$ cat src/rtl/runner_game_core_if.sv
// Bundle between the runner playfield engine and its keypad/LFSR inputs and display consumers.
// master drives the control pulses and randomness; slave is the game core.
interface runner_game_core_if #(
    parameter int unsigned COLS    = 16,
    parameter int unsigned SCORE_W = 16
);
    logic               start;
    logic               jump;
    logic               pause;
    logic [7:0]         rand_in;
    logic [1:0]         state;
    logic [COLS-1:0]    obstacle_map;
    logic               dino_air;
    logic [SCORE_W-1:0] score;
    logic [SCORE_W-1:0] high_score;
    logic               step_pulse;
    logic [31:0]        period_cur;

    modport master (
        output start, jump, pause, rand_in,
        input  state, obstacle_map, dino_air, score, high_score, step_pulse, period_cur
    );

    modport slave (
        input  start, jump, pause, rand_in,
        output state, obstacle_map, dino_air, score, high_score, step_pulse, period_cur
    );
endinterface

$ cat src/rtl/runner_game_core.sv
// Side-scrolling runner playfield engine: game FSM, variable-rate scroll timer, obstacle
// spawn/shift, jump timing, collision, score with speed-up, pause and session high score.
module runner_game_core #(
    parameter int unsigned COLS          = 16,
    parameter int unsigned TICK_INIT     = 250000,
    parameter int unsigned TICK_MIN      = 62500,
    parameter int unsigned TICK_DEC      = 12500,
    parameter int unsigned SPEEDUP_EVERY = 10,
    parameter int unsigned JUMP_STEPS    = 3,
    parameter int unsigned MIN_GAP       = 2,
    parameter int unsigned SCORE_W       = 16
) (
    input logic               CLK,
    input logic               RST,
    runner_game_core_if.slave bus
);
    localparam int unsigned GapW = (MIN_GAP > 0) ? $clog2(MIN_GAP + 1) : 1;
    localparam int unsigned AirW = (JUMP_STEPS > 0) ? $clog2(JUMP_STEPS + 1) : 1;

    localparam logic [GapW-1:0]    GapMax     = GapW'(MIN_GAP);
    localparam logic [AirW-1:0]    AirLoad    = AirW'(JUMP_STEPS);
    localparam logic [31:0]        PeriodInit = 32'(TICK_INIT);
    localparam logic [31:0]        PeriodMin  = 32'(TICK_MIN);
    localparam logic [31:0]        PeriodDec  = 32'(TICK_DEC);
    localparam logic [SCORE_W-1:0] SpeedEvery = SCORE_W'(SPEEDUP_EVERY);

    typedef enum logic [1:0] {StIdle = 2'd0, StRun = 2'd1, StPaused = 2'd2, StOver = 2'd3} state_e;

    state_e             state_q, state_d;
    logic [COLS-1:0]    map_q, map_d, map_next;
    logic [SCORE_W-1:0] score_q, score_d, high_q, high_d, score_inc;
    logic [AirW-1:0]    air_q, air_d;
    logic [GapW-1:0]    gap_q, gap_d;
    logic [31:0]        tick_q, tick_d, period_q, period_d;
    logic               step, new_col, airborne;
    logic               unused_rand;

    assign unused_rand = ^bus.rand_in[7:3];

    always_ff @(posedge CLK or posedge RST) begin
        if (RST) begin
            state_q  <= StIdle;
            map_q    <= '0;
            score_q  <= '0;
            high_q   <= '0;
            air_q    <= '0;
            gap_q    <= GapMax;
            tick_q   <= '0;
            period_q <= PeriodInit;
        end else begin
            state_q  <= state_d;
            map_q    <= map_d;
            score_q  <= score_d;
            high_q   <= high_d;
            air_q    <= air_d;
            gap_q    <= gap_d;
            tick_q   <= tick_d;
            period_q <= period_d;
        end
    end

    always_comb begin
        state_d   = state_q;
        map_d     = map_q;
        score_d   = score_q;
        high_d    = high_q;
        air_d     = air_q;
        gap_d     = gap_q;
        tick_d    = tick_q;
        period_d  = period_q;
        step      = 1'b0;
        new_col   = 1'b0;
        airborne  = 1'b0;
        map_next  = '0;
        score_inc = '0;

        unique case (state_q)
            StIdle, StOver: begin
                if (bus.start) begin
                    state_d  = StRun;
                    map_d    = '0;
                    score_d  = '0;
                    air_d    = '0;
                    tick_d   = '0;
                    gap_d    = GapMax;
                    period_d = PeriodInit;
                end
            end
            StPaused: begin
                if (bus.pause) state_d = StRun;
            end
            StRun: begin
                step   = (tick_q == period_q - 32'd1);
                tick_d = step ? '0 : tick_q + 32'd1;
                if (bus.pause) state_d = StPaused;
                if (step) begin
                    new_col  = (bus.rand_in[2:0] == 3'd0) && (gap_q >= GapMax);
                    map_next = {new_col, map_q[COLS-1:1]};
                    map_d    = map_next;
                    if (new_col) gap_d = '0;
                    else if (gap_q != GapMax) gap_d = gap_q + GapW'(1);
                    airborne = (air_q != '0);
                    if (airborne) air_d = air_q - AirW'(1);
                    // A collision overrides a same-cycle pause and freezes the score.
                    if (map_next[0] && !airborne) begin
                        state_d = StOver;
                        if (score_q > high_q) high_d = score_q;
                    end else begin
                        score_inc = (&score_q) ? score_q : score_q + SCORE_W'(1);
                        score_d   = score_inc;
                        if (score_inc != '0 && (score_inc % SpeedEvery) == '0) begin
                            period_d = (period_q >= PeriodMin + PeriodDec) ?
                                       period_q - PeriodDec : PeriodMin;
                        end
                    end
                end
                // Load after the step so the step sees the pre-jump air count.
                if (bus.jump && !bus.pause && air_q == '0) air_d = AirLoad;
            end
            default: state_d = StIdle;
        endcase
    end

    assign bus.state        = state_q;
    assign bus.obstacle_map = map_q;
    assign bus.dino_air     = (air_q != '0);
    assign bus.score        = score_q;
    assign bus.high_score   = high_q;
    assign bus.step_pulse   = step;
    assign bus.period_cur   = period_q;
endmodule

$ cat src/flat_wrapper.sv
// flat-port wrapper written by rule: the top's interface ports become plain ports
module runner_game_core_flat 
#(
    parameter int unsigned COLS          = 16,
    parameter int unsigned TICK_INIT     = 250000,
    parameter int unsigned TICK_MIN      = 62500,
    parameter int unsigned TICK_DEC      = 12500,
    parameter int unsigned SPEEDUP_EVERY = 10,
    parameter int unsigned JUMP_STEPS    = 3,
    parameter int unsigned MIN_GAP       = 2,
    parameter int unsigned SCORE_W       = 16
)
  (CLK, RST, bus_start, bus_jump, bus_pause, bus_rand_in, bus_state, bus_obstacle_map, bus_dino_air, bus_score, bus_high_score, bus_step_pulse, bus_period_cur);
  runner_game_core_if #(.COLS(COLS), .SCORE_W(SCORE_W)) bus_i ();
  input logic CLK;
  input logic RST;
  input wire logic [$bits(bus_i.start)-1:0] bus_start;
  input wire logic [$bits(bus_i.jump)-1:0] bus_jump;
  input wire logic [$bits(bus_i.pause)-1:0] bus_pause;
  input wire logic [$bits(bus_i.rand_in)-1:0] bus_rand_in;
  output wire logic [$bits(bus_i.state)-1:0] bus_state;
  output wire logic [$bits(bus_i.obstacle_map)-1:0] bus_obstacle_map;
  output wire logic [$bits(bus_i.dino_air)-1:0] bus_dino_air;
  output wire logic [$bits(bus_i.score)-1:0] bus_score;
  output wire logic [$bits(bus_i.high_score)-1:0] bus_high_score;
  output wire logic [$bits(bus_i.step_pulse)-1:0] bus_step_pulse;
  output wire logic [$bits(bus_i.period_cur)-1:0] bus_period_cur;
  assign bus_i.start = bus_start;
  assign bus_i.jump = bus_jump;
  assign bus_i.pause = bus_pause;
  assign bus_i.rand_in = bus_rand_in;
  assign bus_state = bus_i.state;
  assign bus_obstacle_map = bus_i.obstacle_map;
  assign bus_dino_air = bus_i.dino_air;
  assign bus_score = bus_i.score;
  assign bus_high_score = bus_i.high_score;
  assign bus_step_pulse = bus_i.step_pulse;
  assign bus_period_cur = bus_i.period_cur;
  runner_game_core #(.COLS(COLS), .TICK_INIT(TICK_INIT), .TICK_MIN(TICK_MIN), .TICK_DEC(TICK_DEC), .SPEEDUP_EVERY(SPEEDUP_EVERY), .JUMP_STEPS(JUMP_STEPS), .MIN_GAP(MIN_GAP), .SCORE_W(SCORE_W)) u_core (.CLK(CLK), .RST(RST), .bus(bus_i));
endmodule
$ cat config.mk
export PLATFORM = sky130hd
export DESIGN_NAME = runner_game_core_flat
export DESIGN_NICKNAME = d
export VERILOG_FILES = /design/src/rtl/runner_game_core_if.sv /design/src/rtl/runner_game_core.sv /design/src/flat_wrapper.sv
export SDC_FILE = /design/constraint.sdc
export NUM_CORES = 1
export LEC_CHECK = 0
export ABC_AREA = 1
export CORE_UTILIZATION = 63
export DETAILED_ROUTE_END_ITERATION = 10
export MAX_ROUTING_LAYER = met4
export PLACE_DENSITY = 0.93
export SETUP_SLACK_MARGIN = 0.4
export SKIP_CTS_REPAIR_TIMING = 1
export SYNTH_ARGS = -nofsm -noshare
export SYNTH_HDL_FRONTEND = slang
export SYNTH_SLANG_ARGS = --single-unit
export TNS_END_PERCENT = 10
$ cat constraint.sdc
create_clock -name CLK -period 10.1 [get_ports CLK]
set_clock_uncertainty 0.15 [all_clocks]
set_input_delay 3.03 -clock CLK [delete_from_list [all_inputs] [get_ports CLK]]
set_output_delay 3.03 -clock CLK [all_outputs]
set_load 0.1 [all_outputs]
==> impl_metrics.yaml <==
critical_path:
  cp.required_ns: 6.92
  endpoint_kind: "output port"
  r2r_slack_ns: 2.12
  r2r-end: "u_core.bus.period_cur[8]$_DFFE_PP0P_"
  crit_fanout: 6
  path_class: "flop to output port"
  r2r_start: "u_core.bus.score[13]$_DFFE_PP0P_"
  r2r_cells: 60
  crit_path_start_kind: "flop"
  arrival_ns: 5.06
timing:
  fmax_ghz: 0.121
  finalHoldViolations: 0
  max_slew.worst_pin.slew_ns: 1.07
  fin_crit_sh_pct: 81.5
  rsz0062_at_grt: "false"
  setup-tns-final_ns: 0
  finalCriticalPeriod_ns: 8.24
  setup_viol: 0
  drv_slew: 0
  maxSlewHeadroom_pct: 28.7
grt:
  antenna_found_initial: 0
  grt-ovfl-total: 0
  grt_pass1_vias: 8880
  gr-usage-all-layers_pct: 33.9
  grt_pass1_wl_mm: 41.9
  grt_max_degree: 71
logic_synthesis:
  syn_inst: 1379
  synth-edff-count: 0
  synth_area_um2: 9430
  ys_types: 56
  ys_warn_count: 0
  ys_ff_latch: 116
  async_reset_ff_share_pct: 100
  synthFlopType: "dfrtp_1"
  avgSynthCellArea_um2: 6.83
  ys_seq_area_share_pct: 30.9
worst_hold_path:
  hold_depth: 2
  holdPathEnd: "u_core.air_q[1]$_DFFE_PP0P_"
  hold_class: "flop to flop"
  hp-start: "u_core.air_q[1]$_DFFE_PP0P_"
die:
  start_util_pct: 64.6
  io_pins: 97
  num_rows: 44
  die_x_um: 124
  core-area_um2: 14600
  die-area_um2: 15500
  fp.dieH_um: 124
detailed_routing:
  dr.first_iter.drc_count: 833
  first_pass_iters: 6
  ant_nets: 0
  drt_wl_total_mm: 25.2
  viasPerCell: 5.76
  drc: 0
  vias: 9509
  wire_per_inst_um: 15.2
cells_and_area:
  final_cell_mix: "284 x nand2_1, 198 x inv_1, 164 x nor2_1"
  n_antenna_cell: 0
  drive_gt1_share_pct: 9.82
  final_common_cell: "nand2_1"
  fillers: 1078
  nNetsFinal: 1493
  area_growth_pct: 16.8
power_and_ir_drop:
  vdd_ir_drop_max_uv: 354
  power_density_nw_per_um2: 291
  finalPower_uw: 3200
  p_leak_uw: 0.00569
clock_tree:
  clkLatencyLatePin_ns: 0.42
  cts_buffers: 17
  htree_levels: 4
  cts_sinks: 116
  clkTransAtPathRegs_ns: 0.05
  clockBufferDepth: 2
  cts_tree: "yes"
  cts-root-buf: "clkbuf_16"
place:
  numPortBuffers: 89
  hpwl_mm: 18.1
  gp_congestion: 0.953
status:
  status: "completed"
run:
  cap_viol_max_count: 0
-- sequential cells by signal, indices dropped and copies added (netlist names) --
register                 cells
u_core.air_q                 2
u_core.bus.high_score       16
u_core.bus.obstacle_map     16
u_core.bus.period_cur       30
u_core.bus.score            16
u_core.bus.state             2
u_core.gap_q                 2
u_core.tick_q               32
-- cell usage after synthesis, drive strengths merged, types with 2 or more instances --
| library cell | instances | area (µm²) |
|---|---|---|
| nor3 | 32 | 160 |
| nor3b | 8 | 60.1 |
| and3 | 2 | 12.5 |
| dfstp | 8 | 210 |
| nand3 | 142 | 806 |
| a21oi | 34 | 174 |
| o21ai | 69 | 357 |
| o31ai | 4 | 30.0 |
| nand2 | 332 | 1430 |
| dfrtp | 108 | 2700 |
| nand4 | 35 | 249 |
| ha | 27 | 338 |
| xor2 | 63 | 552 |
| xnor2 | 20 | 175 |
| o2111ai | 3 | 26.3 |
| o21a | 2 | 15.0 |
| or2 | 5 | 31.3 |
| dlygate4sd1 | 2 | 17.5 |
| clkinv | 4 | 15.0 |
| nor4 | 9 | 56.3 |
| o211ai | 3 | 22.5 |
| o21bai | 2 | 26.3 |
| buf | 20 | 141 |
| o22ai | 18 | 113 |
| a211oi | 4 | 30.0 |
| a31oi | 7 | 43.8 |
| mux2i | 2 | 20.0 |
| nor2 | 171 | 659 |
| inv | 214 | 806 |
| clkbuf | 19 | 71.3 |
-- layout make-up --
cell class / count / area [µm²] / share of cell area [%]
multi-input cells: 1005 / 5480 / 49.7
well taps: 184 / 230 / 2.09
clock inverters: 14 / 200 / 1.82
inverters: 218 / 823 / 7.48
flip-flops and latches: 116 / 2910 / 26.5
clock buffers: 18 / 429 / 3.90
repair buffers: 95 / 936 / 8.50
-- metrics by stage --
| stage | hold slack [ns] | util, % | cells | setup slack [ns] | cell area, µm² |
|---|---|---|---|---|---|
| 3_5_place_dp | 0.336 | 71.1 | 1618 | 2.34 | 10400 |
| 5_1_grt | 0.371 | 75.4 | 1650 | 1.37 | 11000 |
| 4_1_cts | 0.349 | 75.4 | 1650 | 1.97 | 11000 |
| 3_3_place_gp | 0.317 | 71.1 | 1618 | 2.48 | 10400 |
| 6_report | 0.351 | 75.4 | 1650 | 1.86 | 11000 |
| 2_1_floorplan | 0.302 | - | 1380 | 2.00 | 9430 |
-- worst max path at each step --
stage | startpoint | end | slack, ns | depth (start not counted)
3_3_place_gp | u_core.bus.period_cur[2]$_DFFE_PP0P_ | bus_step_pulse | 2.48 | 15
4_1_cts | u_core.bus.period_cur[2]$_DFFE_PP0P_ | bus_step_pulse | 1.97 | 15
2_1_floorplan | u_core.bus.period_cur[2]$_DFFE_PP0P_ | bus_step_pulse | 2.00 | 14
5_1_grt | u_core.bus.score[13]$_DFFE_PP0P_ | u_core.bus.period_cur[25]$_DFFE_PP0P_ | 1.37 | 60
6_report | u_core.bus.period_cur[2]$_DFFE_PP0P_ | bus_step_pulse | 1.86 | 15
3_5_place_dp | u_core.bus.score[13]$_DFFE_PP0P_ | u_core.bus.period_cur[29]$_DFFE_PP0P_ | 2.34 | 62
-- layer usage --
layer  GRT usage (%)  routed length [µm]
met5               -                   0
met2            55.1               12300
met1            42.4               10400
met4            11.1                 603
met3            6.31                1850
-- cell families after synthesis --
logic type	Yosys count	share of synthesized area, %
adders and majority gates	27	3.58
buffers and inverters	259	11.2
other	1	0.0398
AOI/OAI and AO/OA	153	9.53
and+or+nand+nor	738	36.9
muxes	2	0.212
DFF	116	30.9
xor gates and xnor gates	83	7.71
-- critical path, stage by stage (launching register included) --
cell and delay, ns:
dfrtp_1 0.43, inv_1 0.19, ha_1 0.20, inv_1 0.05
nor3_1 0.35, nand4_1 0.38, nor2_1 0.45, inv_1 0.11
nor2_1 0.13, xor2_1 0.10, a21oi_1 0.16, o211ai_1 0.12
nor4_1 0.21, nand4_1 0.21, nor3_1 0.34, clkdlybuf4s50_1 1.20
-- power breakdown --
part | switching (µW) | total [µW] | internal (µW)
Sequential | 128 | 670 | 542
Clock | 231 | 646 | 415
Combinational | 1380 | 1880 | 507
Total | 1730 | 3200 | 1470
No activity file was read; power rests on OpenSTA's default activity.
